===== config.mk =====
export PLATFORM = sky130hd
export DESIGN_NAME = hdmi_cfg_seq_flat
export DESIGN_NICKNAME = d
export VERILOG_FILES = /design/src/rtl/hdmi_cfg_if.sv /design/src/rtl/hdmi_cfg_seq.sv /design/src/flat_wrapper.sv
export SDC_FILE = /design/constraint.sdc
export NUM_CORES = 1
export LEC_CHECK = 0
export ABC_AREA = 1
export CORE_AREA = 2 2 83 77
export DETAILED_ROUTE_END_ITERATION = 7
export DIE_AREA = 0 0 85 79
export PLACE_DENSITY = 0.73
export SKIP_CTS_REPAIR_TIMING = 1
export SKIP_LAST_GASP = 1
export SLEW_MARGIN = 20
export SYNTH_ARGS = -nofsm -noshare
export SYNTH_HDL_FRONTEND = slang
export SYNTH_SLANG_ARGS = --single-unit

===== constraint.sdc =====
create_clock -name clk -period 2.8 [get_ports clk]
set_input_delay 0.42 -clock clk [delete_from_list [all_inputs] [get_ports clk]]
set_output_delay 0.42 -clock clk [all_outputs]
set_load 0.02 [all_outputs]

===== src/rtl/hdmi_cfg_if.sv =====
// Byte-level I2C master request/response bus between the HDMI configuration
// sequencer (master side) and the external I2C engine (slave side).
interface hdmi_cfg_if;
  logic       i2c_req;
  logic       i2c_rw;
  logic [6:0] i2c_dev;
  logic [7:0] i2c_reg;
  logic [7:0] i2c_wdata;
  logic       i2c_done;
  logic       i2c_nack;
  logic [7:0] i2c_rdata;

  modport master (
    output i2c_req, i2c_rw, i2c_dev, i2c_reg, i2c_wdata,
    input  i2c_done, i2c_nack, i2c_rdata
  );

  modport slave (
    input  i2c_req, i2c_rw, i2c_dev, i2c_reg, i2c_wdata,
    output i2c_done, i2c_nack, i2c_rdata
  );
endinterface


===== src/rtl/hdmi_cfg_seq.sv =====
// HDMI transmitter power-up/hot-plug register configuration sequencer.
// Optional read-back verification of every write is enabled by HDMI_CFG_VERIFY_EN.
module hdmi_cfg_seq #(
  parameter logic [6:0] DEV_ADDR     = 7'h39,
  parameter int         PWRUP_CYCLES = 200000,
  parameter int         MAX_RETRY    = 3
) (
  input  logic       clk,
  input  logic       rst,
  input  logic       hpd,
  input  logic       cfg_restart,
  hdmi_cfg_if.master bus,
  output logic       video_en,
  output logic       cfg_err,
  output logic [2:0] cfg_idx
);
  localparam int NUM_WR = 6;
  localparam int DW     = (PWRUP_CYCLES > 1) ? $clog2(PWRUP_CYCLES) : 1;
  localparam logic [DW-1:0] DLY_LAST  = DW'(PWRUP_CYCLES - 1);
  localparam logic [1:0]    RETRY_MAX = 2'(MAX_RETRY);
  localparam logic [2:0]    IDX_LAST  = 3'(NUM_WR - 1);
  // Entry i occupies bits [16*i +: 16] as {reg, data}.
  localparam logic [16*NUM_WR-1:0] TABLE = {
    16'hAF06, 16'h1630, 16'h1505, 16'h9AE0, 16'h9803, 16'h4110
  };

  typedef enum logic [2:0] {
    IDLE, PWR_WAIT, ISSUE, WAIT, VERIFY, DONE, ERROR
  } state_t;

  state_t        state_reg, state_next;
  logic [DW-1:0] dly_reg, dly_next;
  logic [1:0]    retry_reg, retry_next;
  logic [2:0]    idx_reg, idx_next;
  logic          req_reg, req_next;
  logic          rw_reg, rw_next;
  logic [6:0]    dev_reg, dev_next;
  logic [7:0]    reg_reg, reg_next;
  logic [7:0]    wdata_reg, wdata_next;
  logic          hpd_lost_reg, hpd_lost_next;
  logic          restart_pend_reg, restart_pend_next;
  logic          xfer_ok;
  logic          need_verify;

  logic [7:0] tbl_reg  [NUM_WR];
  logic [7:0] tbl_data [NUM_WR];

  generate
    for (genvar gi = 0; gi < NUM_WR; gi++) begin : g_tbl
      assign tbl_reg[gi]  = TABLE[16*gi+8 +: 8];
      assign tbl_data[gi] = TABLE[16*gi   +: 8];
    end
  endgenerate

`ifdef HDMI_CFG_VERIFY_EN
  // A read completes well only if the register holds what was just written.
  assign xfer_ok     = !bus.i2c_nack && (!rw_reg || (bus.i2c_rdata == wdata_reg));
  assign need_verify = !rw_reg;
  assign bus.i2c_rw  = rw_reg;
`else
  logic unused_sigs;
  assign unused_sigs = ^{bus.i2c_rdata, rw_reg};
  assign xfer_ok     = !bus.i2c_nack;
  assign need_verify = 1'b0;
  assign bus.i2c_rw  = 1'b0;
`endif

  assign bus.i2c_req   = req_reg;
  assign bus.i2c_dev   = dev_reg;
  assign bus.i2c_reg   = reg_reg;
  assign bus.i2c_wdata = wdata_reg;
  assign cfg_idx       = idx_reg;
  assign cfg_err       = (state_reg == ERROR);
  assign video_en      = (state_reg == DONE) && hpd;

  always_ff @(posedge clk or posedge rst) begin
    if (rst) begin
      state_reg        <= IDLE;
      dly_reg          <= '0;
      retry_reg        <= '0;
      idx_reg          <= '0;
      req_reg          <= 1'b0;
      rw_reg           <= 1'b0;
      dev_reg          <= '0;
      reg_reg          <= '0;
      wdata_reg        <= '0;
      hpd_lost_reg     <= 1'b0;
      restart_pend_reg <= 1'b0;
    end else begin
      state_reg        <= state_next;
      dly_reg          <= dly_next;
      retry_reg        <= retry_next;
      idx_reg          <= idx_next;
      req_reg          <= req_next;
      rw_reg           <= rw_next;
      dev_reg          <= dev_next;
      reg_reg          <= reg_next;
      wdata_reg        <= wdata_next;
      hpd_lost_reg     <= hpd_lost_next;
      restart_pend_reg <= restart_pend_next;
    end
  end

  always_comb begin
    state_next        = state_reg;
    dly_next          = dly_reg;
    retry_next        = retry_reg;
    idx_next          = idx_reg;
    req_next          = req_reg;
    rw_next           = rw_reg;
    dev_next          = dev_reg;
    reg_next          = reg_reg;
    wdata_next        = wdata_reg;
    hpd_lost_next     = hpd_lost_reg;
    restart_pend_next = restart_pend_reg;

    case (state_reg)
      IDLE: begin
        if (hpd) begin
          state_next = PWR_WAIT;
          dly_next   = '0;
        end
      end
      PWR_WAIT: begin
        if (!hpd) begin
          state_next = IDLE;
        end else if (dly_reg == DLY_LAST) begin
          state_next = ISSUE;
          idx_next   = '0;
          retry_next = '0;
        end else begin
          dly_next = dly_reg + DW'(1);
        end
      end
      ISSUE: begin
        if (!hpd) begin
          state_next = IDLE;
        end else begin
          state_next = WAIT;
          req_next   = 1'b1;
          rw_next    = 1'b0;
          dev_next   = DEV_ADDR;
          reg_next   = tbl_reg[idx_reg];
          wdata_next = tbl_data[idx_reg];
        end
      end
`ifdef HDMI_CFG_VERIFY_EN
      VERIFY: begin
        if (!hpd) begin
          state_next = IDLE;
        end else begin
          state_next = WAIT;
          req_next   = 1'b1;
          rw_next    = 1'b1;
        end
      end
`endif
      WAIT: begin
        // HPD loss and restart are remembered so the transaction can finish first.
        if (!hpd)        hpd_lost_next     = 1'b1;
        if (cfg_restart) restart_pend_next = 1'b1;
        if (bus.i2c_done) begin
          req_next          = 1'b0;
          hpd_lost_next     = 1'b0;
          restart_pend_next = 1'b0;
          if (!hpd || hpd_lost_reg) begin
            state_next = IDLE;
          end else if (cfg_restart || restart_pend_reg) begin
            state_next = PWR_WAIT;
            dly_next   = '0;
          end else if (xfer_ok && need_verify) begin
            state_next = VERIFY;
          end else if (xfer_ok) begin
            if (idx_reg == IDX_LAST) begin
              state_next = DONE;
            end else begin
              state_next = ISSUE;
              idx_next   = idx_reg + 3'd1;
              retry_next = '0;
            end
          end else begin
            if (retry_reg != 2'd3) retry_next = retry_reg + 2'd1;
            if (({1'b0, retry_reg} + 3'd1) >= {1'b0, RETRY_MAX}) state_next = ERROR;
            else                                                 state_next = ISSUE;
          end
        end
      end
      DONE, ERROR: begin
        if (!hpd) begin
          state_next = IDLE;
        end else if (cfg_restart) begin
          state_next = PWR_WAIT;
          dly_next   = '0;
        end
      end
      default: state_next = IDLE;
    endcase
  end
endmodule


===== src/flat_wrapper.sv =====
// flat-port wrapper written by rule: the top's interface ports become plain ports
module hdmi_cfg_seq_flat 
#(
  parameter logic [6:0] DEV_ADDR     = 7'h39,
  parameter int         PWRUP_CYCLES = 200000,
  parameter int         MAX_RETRY    = 3
)
  (clk, rst, hpd, cfg_restart, video_en, cfg_err, cfg_idx, bus_i2c_req, bus_i2c_rw, bus_i2c_dev, bus_i2c_reg, bus_i2c_wdata, bus_i2c_done, bus_i2c_nack, bus_i2c_rdata);
  hdmi_cfg_if bus_i ();
  input  logic clk;
  input  logic rst;
  input  logic hpd;
  input  logic cfg_restart;
  output logic video_en;
  output logic cfg_err;
  output logic [2:0] cfg_idx;
  output wire logic [$bits(bus_i.i2c_req)-1:0] bus_i2c_req;
  output wire logic [$bits(bus_i.i2c_rw)-1:0] bus_i2c_rw;
  output wire logic [$bits(bus_i.i2c_dev)-1:0] bus_i2c_dev;
  output wire logic [$bits(bus_i.i2c_reg)-1:0] bus_i2c_reg;
  output wire logic [$bits(bus_i.i2c_wdata)-1:0] bus_i2c_wdata;
  input wire logic [$bits(bus_i.i2c_done)-1:0] bus_i2c_done;
  input wire logic [$bits(bus_i.i2c_nack)-1:0] bus_i2c_nack;
  input wire logic [$bits(bus_i.i2c_rdata)-1:0] bus_i2c_rdata;
  assign bus_i2c_req = bus_i.i2c_req;
  assign bus_i2c_rw = bus_i.i2c_rw;
  assign bus_i2c_dev = bus_i.i2c_dev;
  assign bus_i2c_reg = bus_i.i2c_reg;
  assign bus_i2c_wdata = bus_i.i2c_wdata;
  assign bus_i.i2c_done = bus_i2c_done;
  assign bus_i.i2c_nack = bus_i2c_nack;
  assign bus_i.i2c_rdata = bus_i2c_rdata;
  hdmi_cfg_seq #(.DEV_ADDR(DEV_ADDR), .PWRUP_CYCLES(PWRUP_CYCLES), .MAX_RETRY(MAX_RETRY)) u_core (.clk(clk), .rst(rst), .hpd(hpd), .cfg_restart(cfg_restart), .bus(bus_i), .video_en(video_en), .cfg_err(cfg_err), .cfg_idx(cfg_idx));
endmodule

==> results.md, run 1 <==
- The flow ran to the end, and the final reports show no timing, DRC or antenna violations.
- The via density per instance is 5.051.
- The die extent in y is between 70 and 80 µm.
- The net total in the final layout is 440.
- The leading register cell type out of synthesis is sky130_fd_sc_hd__dfrtp_1.
- Setup violations remaining at the end of the flow were counted as 0.
- The average wire length per cell after detail routing is 12.44 µm.
- On the final layout, the worst clock skew is 0.004885 ns.
- Once placement finished, the instance area stood at 0.003110 mm².
- The element type at the critical path end is an output port.
- The count of input and output buffers is 30.
- The register with the most flip-flops in the layout has 18 of them.
- TritonCTS built the clock tree.
- The number of placement rows is 27.
- The worst slew margin relative to its limit is 54.29%.
- Of the synthesized area, sequential elements account for 38.19%.
- The clock passes through at most 2 buffers.
- The area of the die is around 0.0067 mm².
- The slew at the pin closest to its max-slew limit is 0.6814 ns.
- The number of endpoints with negative hold slack in the final report was 0.
- between 40 and 50 I/O pins were placed.
- The detailed-placement wirelength estimate is 4383 µm.
- The total inserted antenna cells is 0.
- Counting flops and latches in the post-synthesis netlist gives 43.
- The netlist uses 37 different library cells.
- For flop-to-flop paths, the worst setup slack is approximately 1.0 ns.
- Dividing the final minimum period by the clock period gives ~82%.
- Setup total negative slack on the finished layout was measured at 0 ns.
- The via count of the first global-routing pass is 2357.
- The worst register-to-register path begins at u_core.cfg_idx[1].
- For this design the static power due to leakage is 0.001491 µW.
- The number of pins exceeding their max-slew limit in the final report is 0.
- The effective utilization at floorplan is 47.66%.
- Counting the fill cells in the layout gives 551.
- The iteration-0 DRC count of the detailed router is a little over 90.
- The post-route non-filler standard cell count is roughly 500.
- The worst reg-to-reg path cell count is 9.
- For this run, design rule violations remaining after detail routing come to 0.
- The endpoint arrival time on the critical path is 1.89 ns.
- The number of warnings issued by yosys is 0.
- The power density over the cells is 727.8 mW/mm².
- Counting I/O delays and the setup requirement, the final critical path takes roughly 2.3 ns.
- The count of max-cap constraint violations is 0.
- Of all nets on the critical path, the largest fanout is 7.
- The proportion of layout cells with a drive suffix above 1 is about a tenth.
- Setup repair after global routing left no endpoint under its margin.
- By startpoint and endpoint, the worst setup path is classified as input pin to output port.
- The number of levels the H-tree was split into is 2.
- The critical path required time is ~2.4 ns.
- The maximum operating frequency is 433.5 MHz.
- The standard cell core area is 0.005912 mm².
- The cell area that synthesis handed to floorplanning was 0.002818 mm².
- The instance count of the mapped netlist is 392.
- For this run, asynchronously set or reset flops after synthesis account for 100.0%.
- The classification of the worst-slack hold path is input pin to asynchronous set/reset pin.
- The total routed wirelength is 6109 µm.
- The total clock buffers created by CTS is 5.
- The later pin in the worst-skew pair is clocked with a latency of 0.30 ns.
- The worst setup path is launched from an input pin.
- The number of flops mapped to enable cells by yosys is 0.
- Cells fill 54.58% of the core in the end.
- The initial antenna violation count was 0.
- Across the VDD grid, the largest voltage drop is 0.4892 mV.
- The die is approximately 85 µm wide.
- The post-synthesis to final-layout area growth is 14.52%.
- Global routing finished with a remaining overflow of 0.
- After routing the design area is 0.003227 mm².
- The maximum number of pins on one net before global-route repair is 26.
- The clock transition at the register clock pins on the worst setup and hold paths after CTS is 0.09 ns.
- The congestion estimate from routability-driven global placement came to 0.9057.
- Global routing used 19.38% of the available tracks.
- The worst reg2reg path endpoint is u_core.retry_reg[1].
- In this run the clock root is driven by a sky130_fd_sc_hd__clkbuf_8.
- The number of iterations in the first detailed-routing pass is 4.
- Counting tap cells, the placed design contains a total of 483 instances.
- The synthesized area per cell is 7.188 µm².
- The count of nets left with antenna violations after detail routing is 0.
- The routed layout has 2480 vias.
- The tree built by TritonCTS fans out to between 40 and 50 sinks.
- The first global-routing pass estimated 10490 µm of wire.
## kinds of logic after synthesis
family	count (synthesis)	share of synthesized area (%)
compound gates	37	7.105
xor+xnor	5	1.554
flops	43	38.19
fa+ha+maj	8	3.553
buf+inv	58	10.30
simple gates	240	39.17
other cells	1	0.1331
## synth_stat cells (2+ instances only)
master / instances / area, µm²
sky130_fd_sc_hd__nand2_1: 122 / 457.9
sky130_fd_sc_hd__nor2_1: 49 / 183.9
sky130_fd_sc_hd__dfrtp_1: 43 / 1076
sky130_fd_sc_hd__inv_1: 33 / 123.9
sky130_fd_sc_hd__nand3_1: 33 / 165.2
sky130_fd_sc_hd__o21ai_0: 16 / 80.08
sky130_fd_sc_hd__nand2_2: 15 / 93.84
sky130_fd_sc_hd__a21oi_1: 10 / 50.05
sky130_fd_sc_hd__buf_4: 10 / 75.07
sky130_fd_sc_hd__ha_1: 8 / 100.1
sky130_fd_sc_hd__inv_2: 5 / 18.77
sky130_fd_sc_hd__nor3_1: 5 / 25.02
sky130_fd_sc_hd__o21ai_1: 5 / 25.02
sky130_fd_sc_hd__xor2_1: 5 / 43.79
sky130_fd_sc_hd__nand4_1: 4 / 25.02
sky130_fd_sc_hd__clkbuf_1: 3 / 11.26
sky130_fd_sc_hd__buf_2: 2 / 10.01
sky130_fd_sc_hd__nand2_8: 2 / 40.04
sky130_fd_sc_hd__nand3_2: 2 / 20.02
sky130_fd_sc_hd__nor2_4: 2 / 22.52
sky130_fd_sc_hd__o21bai_1: 2 / 15.01
## metal layers
metal / up-vias / wire length [µm] / global-route usage, % / share of wire, %
met5: - / 0 / 0 / 0
met4: 0 / 97 / 7.460 / 1.6
met3: 9 / 278 / 3.430 / 4.6
met2: 74 / 2906 / 32.73 / 48
met1: 1123 / 2826 / 24.75 / 46
li1: 1274 / - / - / -
## power breakdown
group | internal, µW | switching (µW)
clock network | 271 | 238
logic | 351 | 664
registers | 723 | 102
## worst max-delay path: stages
cell,delay [ns]
sky130_fd_sc_hd__clkdlybuf4s50_1,0.66
sky130_fd_sc_hd__inv_2,0.09
sky130_fd_sc_hd__nor2_1,0.11
sky130_fd_sc_hd__clkdlybuf4s50_1,0.60
## layout make-up
cell class                 instances  area [µm²]  share of cell area (%)
sequential                        43        1076                   33.35
multi-input combinational        295        1466                   45.44
timing repair buffer              32       315.3                   9.771
inverter                          41       162.7                   5.041
tap                               72       90.09                   2.792
clock buffer                       5       68.82                   2.133
clock inverter                     3       47.55                   1.473
## layout by cell type, fill, tap and decap left out, types with 4 or more instances in the layout
master / n
sky130_fd_sc_hd__o21ai_1: 5
sky130_fd_sc_hd__inv_2: 5
sky130_fd_sc_hd__nand3_1: 33
sky130_fd_sc_hd__nand2_1: 122
sky130_fd_sc_hd__nor2_1: 49
sky130_fd_sc_hd__nand2_2: 15
sky130_fd_sc_hd__o21ai_0: 16
sky130_fd_sc_hd__a21oi_1: 10
sky130_fd_sc_hd__clkdlybuf4s50_1: 30
sky130_fd_sc_hd__nor3_1: 5
sky130_fd_sc_hd__dfrtp_1: 43
sky130_fd_sc_hd__inv_1: 32
sky130_fd_sc_hd__clkbuf_8: 5
sky130_fd_sc_hd__conb_1: 5
sky130_fd_sc_hd__ha_1: 8
sky130_fd_sc_hd__xor2_1: 5
sky130_fd_sc_hd__nand4_1: 4
## stage by stage
step	total power, µW	worst slack, ns	hold WS [ns]
CTS	2380	0.4782	0.4479
floorplan	1615	1.158	0.4680
global placement	1833	0.4914	0.4667
finish	2349	0.4934	0.4316
global route	2518	0.4234	0.4709
detailed placement	1853	0.4823	0.4651
## worst max-delay path by stage
stage,slack (ns),start,cells after the start,to
floorplan,1.16,u_core.cfg_idx[1],9,u_core.retry_reg[0]
detailed placement,0.48,hpd,4,video_en
global placement,0.49,hpd,4,video_en
global route,0.42,hpd,4,video_en
finish,0.49,hpd,4,video_en
CTS,0.48,hpd,4,video_en
Note: power is estimated with default switching activity, not from simulation.
==> inputs of run 2 (changes only) <==
Clock period 2.8 ns to 2.4 ns, I/O delays scaled along.
==> run 2 against run 1 <==
Net effect:
- clock power is 17% higher
- clock skew grew 0.0022 ns
- largest cell class unchanged
- sequential cell count unchanged
- setup slack worse by 0.19 ns
- critical endpoint unchanged
- core utilization grew 0.13 points
- register-to-register slack got worse by 0.35 ns
==> results.md, run 2 (synthesis gave the netlist of run 1 again) <==
- The total inserted antenna cells is 0 (unchanged).
- The static leakage was 0.001496 µW (was 0.001491 µW).
- The worst slew margin relative to its limit is 64.18% (was 54.29%).
- The TritonCTS clock tree is done (unchanged).
- The multi-input combinational cell area came to 0.001466 mm² (unchanged).
- The worst reg2reg path endpoint is u_core.dly_reg[17] (was u_core.retry_reg[1]).
- The maximum operating frequency is between 400 and 500 MHz.
- The post-synthesis to final-layout area growth is 14.79% (was 14.52%).
- The initial antenna violation count is 0 (unchanged).
- The via density per instance is 5.028 (was 5.051).
- Status: finished, final reports clean (unchanged).
- The die extent in y is 79 µm (unchanged).
- The total global routing overflow is 0 (unchanged).
- The worst-path maximum fanout is 6 (was 7).
- The count of max-cap constraint violations is 0 (unchanged).
- The element type at the critical path start is a flop (was input pin).
- The area of the die is 0.006715 mm² (unchanged).
- The cell area after placement is 0.003118 mm² (was 0.003110 mm²).
- The post-route non-filler standard cell count is 492 (was 491).
- The clock sink count is 43 (unchanged).
- The effective utilization at floorplan was 47.66% (unchanged).
- The slew at the pin closest to its max-slew limit was 0.5373 ns (was 0.6814 ns).
- The maximum number of pins on one net before global-route repair is 44 (was 26).
- The count of buffering cells on the critical path with inverters included is 2 (was 3).
- The total routed wirelength is 6018 µm (was 6109 µm).
- The endpoint arrival time on the critical path is 1.73 ns (was 1.89 ns).
- The proportion of layout cells with a drive suffix above 1 is 10.48% (was 10.26%).
- The critical path required time is 2.04 ns (was 2.38 ns).
- The power consumption is 2740 µW (was 2349 µW).
- The count of input and output buffers came to 30 (unchanged).
- The power density over the cells is 847.2 mW/mm² (was 727.8 mW/mm²).
- The via count of the first global-routing pass is 2423 (was 2357).
- The slowest library cell on the worst path is sky130_fd_sc_hd__clkdlybuf4s50_1 (unchanged).
- The count of nets left with antenna violations after detail routing came to 0 (unchanged).
- The net total in the final layout was 441 (was 440).
- The detailed-placement wirelength estimate is 4285 µm (was 4383 µm).
- The post-route fraction of the period consumed by the critical path is just under 90%.
- The total clock buffers created by CTS is 5 (unchanged).
- The number of placement rows is 27 (unchanged).
- The maximum cell stage delay along the critical path came to 0.60 ns (was 0.66 ns).
- The insertion delay to the later sink of the worst-skew pair is 0.30 ns (about the same).
- The number of remaining DRC errors is 0 (unchanged).
- Setup repair after global routing missed its margin: false (unchanged).
- Cell breakdown of the critical path: inv_4, nand3_2, nor2_1, clkdlybuf4s50_1 (was clkdlybuf4s50_1, inv_2, nor2_1, clkdlybuf4s50_1).
- The worst reg-to-reg path cell count is 9 (unchanged).
- The source of the worst register-to-register timing path is u_core.dly_reg[0] (was u_core.cfg_idx[1]).
- The summed area of non-filler cells in the final layout was 0.003234 mm² (was 0.003227 mm²).
- The number of endpoints with negative hold slack in the final report is 0 (unchanged).
- The number of flip-flops in the largest register is 18 (unchanged).
- The average wire length per cell after detail routing is 12.23 µm (was 12.44 µm).
- The number of iterations in the first detailed-routing pass is 6 (was 4).
- Top library cells by usage in the layout, fill and taps aside: 122 x sky130_fd_sc_hd__nand2_1, 49 x sky130_fd_sc_hd__nor2_1, 43 x sky130_fd_sc_hd__dfrtp_1 (unchanged).
- The placed instance count is 484 (was 483).
- The number of levels the H-tree was split into is 2 (unchanged).
- The count of endpoints failing setup in the final report was 0 (unchanged).
- The total vias in the final route is 2474 (was 2480).
- The classification of the worst-slack hold path is input pin to asynchronous set/reset pin (unchanged).
- The standard cell core area came to 0.005912 mm² (unchanged).
- The maximum buffer depth of the clock tree is 2 (unchanged).
- The final weighted congestion of routability-driven global placement is 0.9018 (was 0.9057).
- The most common cell after layout, fill and taps aside is sky130_fd_sc_hd__nand2_1 (unchanged).
- The number of pins exceeding their max-slew limit in the final report is 0 (unchanged).
- The clock root buffer is sky130_fd_sc_hd__clkbuf_8 (unchanged).
- The global-route usage over all layers was 19.51% (was 19.38%).
- The cell family contributing the most delay on the critical path is buffers and inverters (unchanged).
- The filler cell count is 555 (was 551).
- The wire length of the first global-routing pass is 10760 µm (was 10490 µm).
- The setup slack of the worst register-to-register path was 0.66 ns (was 1.01 ns).
- The width of the chip is 85 µm (unchanged).
- The sequential cell area was 0.001076 mm² (unchanged).
- The final period demand of the worst path is 2.092 ns.
- The element type at the critical path end is an output port (unchanged).
- The worst setup path category was flop to output port (was input pin to output port).
- The accumulated negative setup slack is 0 ns (unchanged).
- The number of I/O pins came to 44 (unchanged).
- The iteration-0 DRC count of the detailed router is 155 (was 92).
- The setup skew after layout is 0.007039 ns (was 0.004885 ns).
- The clock transition at the register clock pins on the worst setup and hold paths after CTS is 0.09 ns (about the same).
- The worst supply voltage drop on vdd was 0.4573 mV (was 0.4892 mV).
## run 2: cell count changes in the layout (fill, tap and decap cells not counted), sizes merged
| cell | before | now |
|---|---|---|
| buf | 2 | 3 |
## run 2: worst register-to-register path, cell delays in order, from the launching register on
cell and delay [ns]:
sky130_fd_sc_hd__dfrtp_1 0.46, sky130_fd_sc_hd__ha_1 0.22, sky130_fd_sc_hd__nand3_1 0.22, sky130_fd_sc_hd__inv_2 0.13, sky130_fd_sc_hd__nand3_1 0.10, sky130_fd_sc_hd__nand2_2 0.13
sky130_fd_sc_hd__nand2_8 0.12, sky130_fd_sc_hd__nand2_8 0.18, sky130_fd_sc_hd__nand2_1 0.07, sky130_fd_sc_hd__nand2_1 0.07
## run 2: per-layer routing
metal  GRT usage [%]  share of wire (%)  routed length (µm)
met4           6.349                1.4                  87
met3           3.534                5.3                 317
met2           31.48                 46                2744
met1           26.59                 48                2869
met5               0                  0                   0
## run 2: power breakdown
part / switching, µW / internal, µW / leakage [µW] / total (µW)
Combinational: 772 / 411 / 0.000861 / 1180
Sequential: 118 / 843 / 0.000576 / 961
Clock: 280 / 316 / 0.0000587 / 596
Total: 1170 / 1570 / 0.00150 / 2740
## run 2: per-stage QoR
step / setup slack (ns) / hold WS [ns] / util [%]
global route: 0.2310 / 0.5335 / 54.71
detailed placement: 0.4323 / 0.4737 / 52.74
CTS: 0.2856 / 0.4967 / 54.71
finish: 0.3082 / 0.4833 / 54.71
floorplan: 0.7582 / 0.4680 / -
global placement: 0.4345 / 0.4674 / 52.74
## run 2: area by class of cell
cell class              count  share of cell area [%]
clock buffers               5                   2.128
multi-input cells         295                   45.34
clock inverters             3                   1.470
flip-flops and latches     43                   33.27
repair buffers             33                   9.981
inverters                  41                   5.029
well taps                  72                   2.785
## run 2: worst max-delay path by stage
stage | startpoint | endpoint | cells after the start
2_1_floorplan | u_core.cfg_idx[1] | u_core.retry_reg[0] | 9
3_3_place_gp | hpd | video_en | 4
3_5_place_dp | hpd | video_en | 4
4_1_cts | u_core.state_reg[1] | video_en | 4
5_1_grt | u_core.state_reg[1] | video_en | 4
6_report | u_core.state_reg[1] | video_en | 4
==> inputs of run 3 (changes only) <==
Settings changed: CORE_AREA 2 2 83 77 to 2 2 79 81, DIE_AREA 0 0 85 79 to 0 0 81 83.
Clock period 2.4 ns to 2.68 ns, I/O delays scaled along.
==> run 3 against run 2 <==
Net effect:
- final area grew 1.1%
- setup slack gained 0.25 ns
- largest cell class unchanged
- via count grew 0.53%
- critical path depth is the same
- register-to-register slack gained 0.27 ns
- critical path type unchanged
- power shrank 7.5%
- die area grew 0.12%
- clock skew shrank 0.0022 ns
==> results.md, run 3 (synthesis gave the netlist of run 1 again) <==
- The worst reg-to-reg path cell count is 9 (unchanged).
- The filler cell count is 573 (was 555).
- Top library cells by usage in the layout, fill and taps aside: 122 x sky130_fd_sc_hd__nand2_1, 49 x sky130_fd_sc_hd__nor2_1, 43 x sky130_fd_sc_hd__dfrtp_1 (unchanged).
- The maximum number of pins on one net before global-route repair was 44 (unchanged).
- The total global routing overflow is 0 (unchanged).
- The count of nets left with antenna violations after detail routing is 0 (unchanged).
- The initial antenna violation count is 0 (unchanged).
- The via density per instance is 5.024 (was 5.028).
- The total inserted antenna cells is 0 (unchanged).
- The insertion delay to the later sink of the worst-skew pair is 0.30 ns (about the same).
- The die extent in y is 83 µm (was 79 µm).
- The post-synthesis to final-layout area growth is 16.07% (was 14.79%).
- The endpoint arrival time on the critical path is 1.72 ns (was 1.73 ns).
- The number of endpoints with negative hold slack in the final report is 0 (unchanged).
- The net total in the final layout is 441 (unchanged).
- Cell breakdown of the critical path: inv_4, nand3_2, nor2_1, clkdlybuf4s50_1 (unchanged).
- The count of endpoints failing setup in the final report is 0 (unchanged).
- The source of the worst register-to-register timing path is u_core.cfg_idx[1] (was u_core.dly_reg[0]).
- The element type at the critical path start is a flop (unchanged).
- The worst reg2reg path endpoint is u_core.retry_reg[1] (was u_core.dly_reg[17]).
- The standard cell core area is 0.005816 mm² (was 0.005912 mm²).
- The worst setup path category is flop to output port (unchanged).
- The minimum hold slack is 0.4286 ns (was 0.4833 ns).
- The post-route fraction of the period consumed by the critical path is 79.16%.
- The final weighted congestion of routability-driven global placement is 0.8767 (was 0.9018).
- The cell family contributing the most delay on the critical path is buffers and inverters (unchanged).
- The total clock buffers created by CTS was 5 (unchanged).
- The critical path required time was 2.28 ns (was 2.04 ns).
- The maximum buffer depth of the clock tree is 2 (unchanged).
- The number of iterations in the first detailed-routing pass came to 4 (was 6).
- The wire length of the first global-routing pass was 10580 µm (was 10760 µm).
- The count of input and output buffers is 30 (unchanged).
- The multi-input combinational cell area is 0.001466 mm² (unchanged).
- The most common cell after layout, fill and taps aside is sky130_fd_sc_hd__nand2_1 (unchanged).
- The element type at the critical path end is an output port (unchanged).
- The maximum cell stage delay along the critical path is 0.60 ns (about the same).
- The detailed-placement wirelength estimate is 4486 µm (was 4285 µm).
- The number of pins exceeding their max-slew limit in the final report is 0 (unchanged).
- The iteration-0 DRC count of the detailed router is 112 (was 155).
- The TritonCTS clock tree is done (unchanged).
- The width of the chip is 81 µm (was 85 µm).
- The sequential cell area is 0.001076 mm² (unchanged).
- Timing would allow up to between 400 and 500 MHz.
- The count of max-cap constraint violations is 0 (unchanged).
- The slowest library cell on the worst path is sky130_fd_sc_hd__clkdlybuf4s50_1 (unchanged).
- Setup repair after global routing missed its margin: false (unchanged).
- The total vias in the final route is 2487 (was 2474).
- The number of placement rows is 28 (was 27).
- The count of buffering cells on the critical path with inverters included is 2 (unchanged).
- The power density over the cells is 774.6 mW/mm² (was 847.2 mW/mm²).
- The utilization after layout is 56.24% (was 54.71%).
- The average wire length per cell after detail routing is 12.32 µm (was 12.23 µm).
- The setup skew after layout is 0.004797 ns (was 0.007039 ns).
- The effective utilization at floorplan came to 48.45% (was 47.66%).
- The worst-path maximum fanout is 6 (unchanged).
- The setup slack of the worst register-to-register path is 0.93 ns (was 0.66 ns).
- The global-route usage over all layers is 19.47% (was 19.51%).
- The static leakage was 0.001506 µW (was 0.001496 µW).
- The worst slack at placement is 0.6295 ns (was 0.4323 ns).
- The proportion of layout cells with a drive suffix above 1 was 10.48% (unchanged).
- The worst supply voltage drop on vdd came to 0.5116 mV (was 0.4573 mV).
- The clock root buffer is sky130_fd_sc_hd__clkbuf_8 (unchanged).
- Status: finished, final reports clean (unchanged).
- The clock sink count is 43 (unchanged).
- The minimum setup slack in the final design is 0.5585 ns (was 0.3082 ns).
- The worst setup path startpoint is u_core.state_reg[1] (unchanged).
- The number of flip-flops in the largest register is 18 (unchanged).
- The total routed wirelength was 6098 µm (was 6018 µm).
- The classification of the worst-slack hold path was input pin to asynchronous set/reset pin (unchanged).
- The via count of the first global-routing pass is 2342 (was 2423).
- The power consumption is 2534 µW (was 2740 µW).
- The number of levels the H-tree was split into is 2 (unchanged).
- The final period demand of the worst path is 2.121 ns.
- The area of the die came to 0.006723 mm² (was 0.006715 mm²).
- The clock transition at the register clock pins on the worst setup and hold paths after CTS is 0.09 ns (about the same).
- The accumulated negative setup slack is 0 ns (unchanged).
- The number of I/O pins was 44 (unchanged).
- The number of remaining DRC errors is 0 (unchanged).
run 3: changes by cell type in the layout (fill, tap and decap cells not counted):
cell	before	now
sky130_fd_sc_hd__clkinv_4	1	0
sky130_fd_sc_hd__bufinv_16	1	2
sky130_fd_sc_hd__buf_4	3	2
sky130_fd_sc_hd__buf_12	0	1
sky130_fd_sc_hd__inv_6	2	1
sky130_fd_sc_hd__clkinvlp_4	0	1
run 3: metrics by stage:
stage	instance area, µm²	cells
after floorplan	2833	396
after global placement	3134	487
after detailed placement	3134	487
after CTS	3271	495
after global routing	3271	495
final	3271	495
run 3: cell type report:
class | instances | area share [%]
tap | 75 | 2.869
multi-input combinational | 295 | 44.84
inverter | 41 | 4.973
timing repair buffer | 33 | 10.25
clock inverter | 3 | 2.066
sequential | 43 | 32.90
clock buffer | 5 | 2.104
run 3: tightest hold or removal path: stages:
cell,delay [ns]
sky130_fd_sc_hd__clkdlybuf4s50_1,0.40
sky130_fd_sc_hd__clkinv_1,0.07
sky130_fd_sc_hd__buf_12,0.24
run 3: how the worst max path moves through the flow:
stage | cells after the start | endpoint | slack, ns
4_1_cts | 4 | video_en | 0.55
3_5_place_dp | 4 | video_en | 0.63
6_report | 4 | video_en | 0.56
5_1_grt | 4 | video_en | 0.50
3_3_place_gp | 4 | video_en | 0.63
2_1_floorplan | 9 | u_core.retry_reg[0] | 1.04
run 3: where the power goes:
part | internal, µW | switching [µW] | total [µW]
sequential | 755 | 104 | 859
clock | 372 | 242 | 614
combinational | 370 | 691 | 1060
run 3: per-layer routing:
layer | share of wire, % | wire length [µm] | up-vias | track usage, %
met5 | 0 | 0 | - | 0
met3 | 3.8 | 232 | 4 | 3.696
li1 | - | - | 1286 | -
met1 | 45 | 2773 | 1141 | 25.63
met2 | 50 | 3065 | 56 | 32.91
met4 | 0.44 | 27 | 0 | 4.314
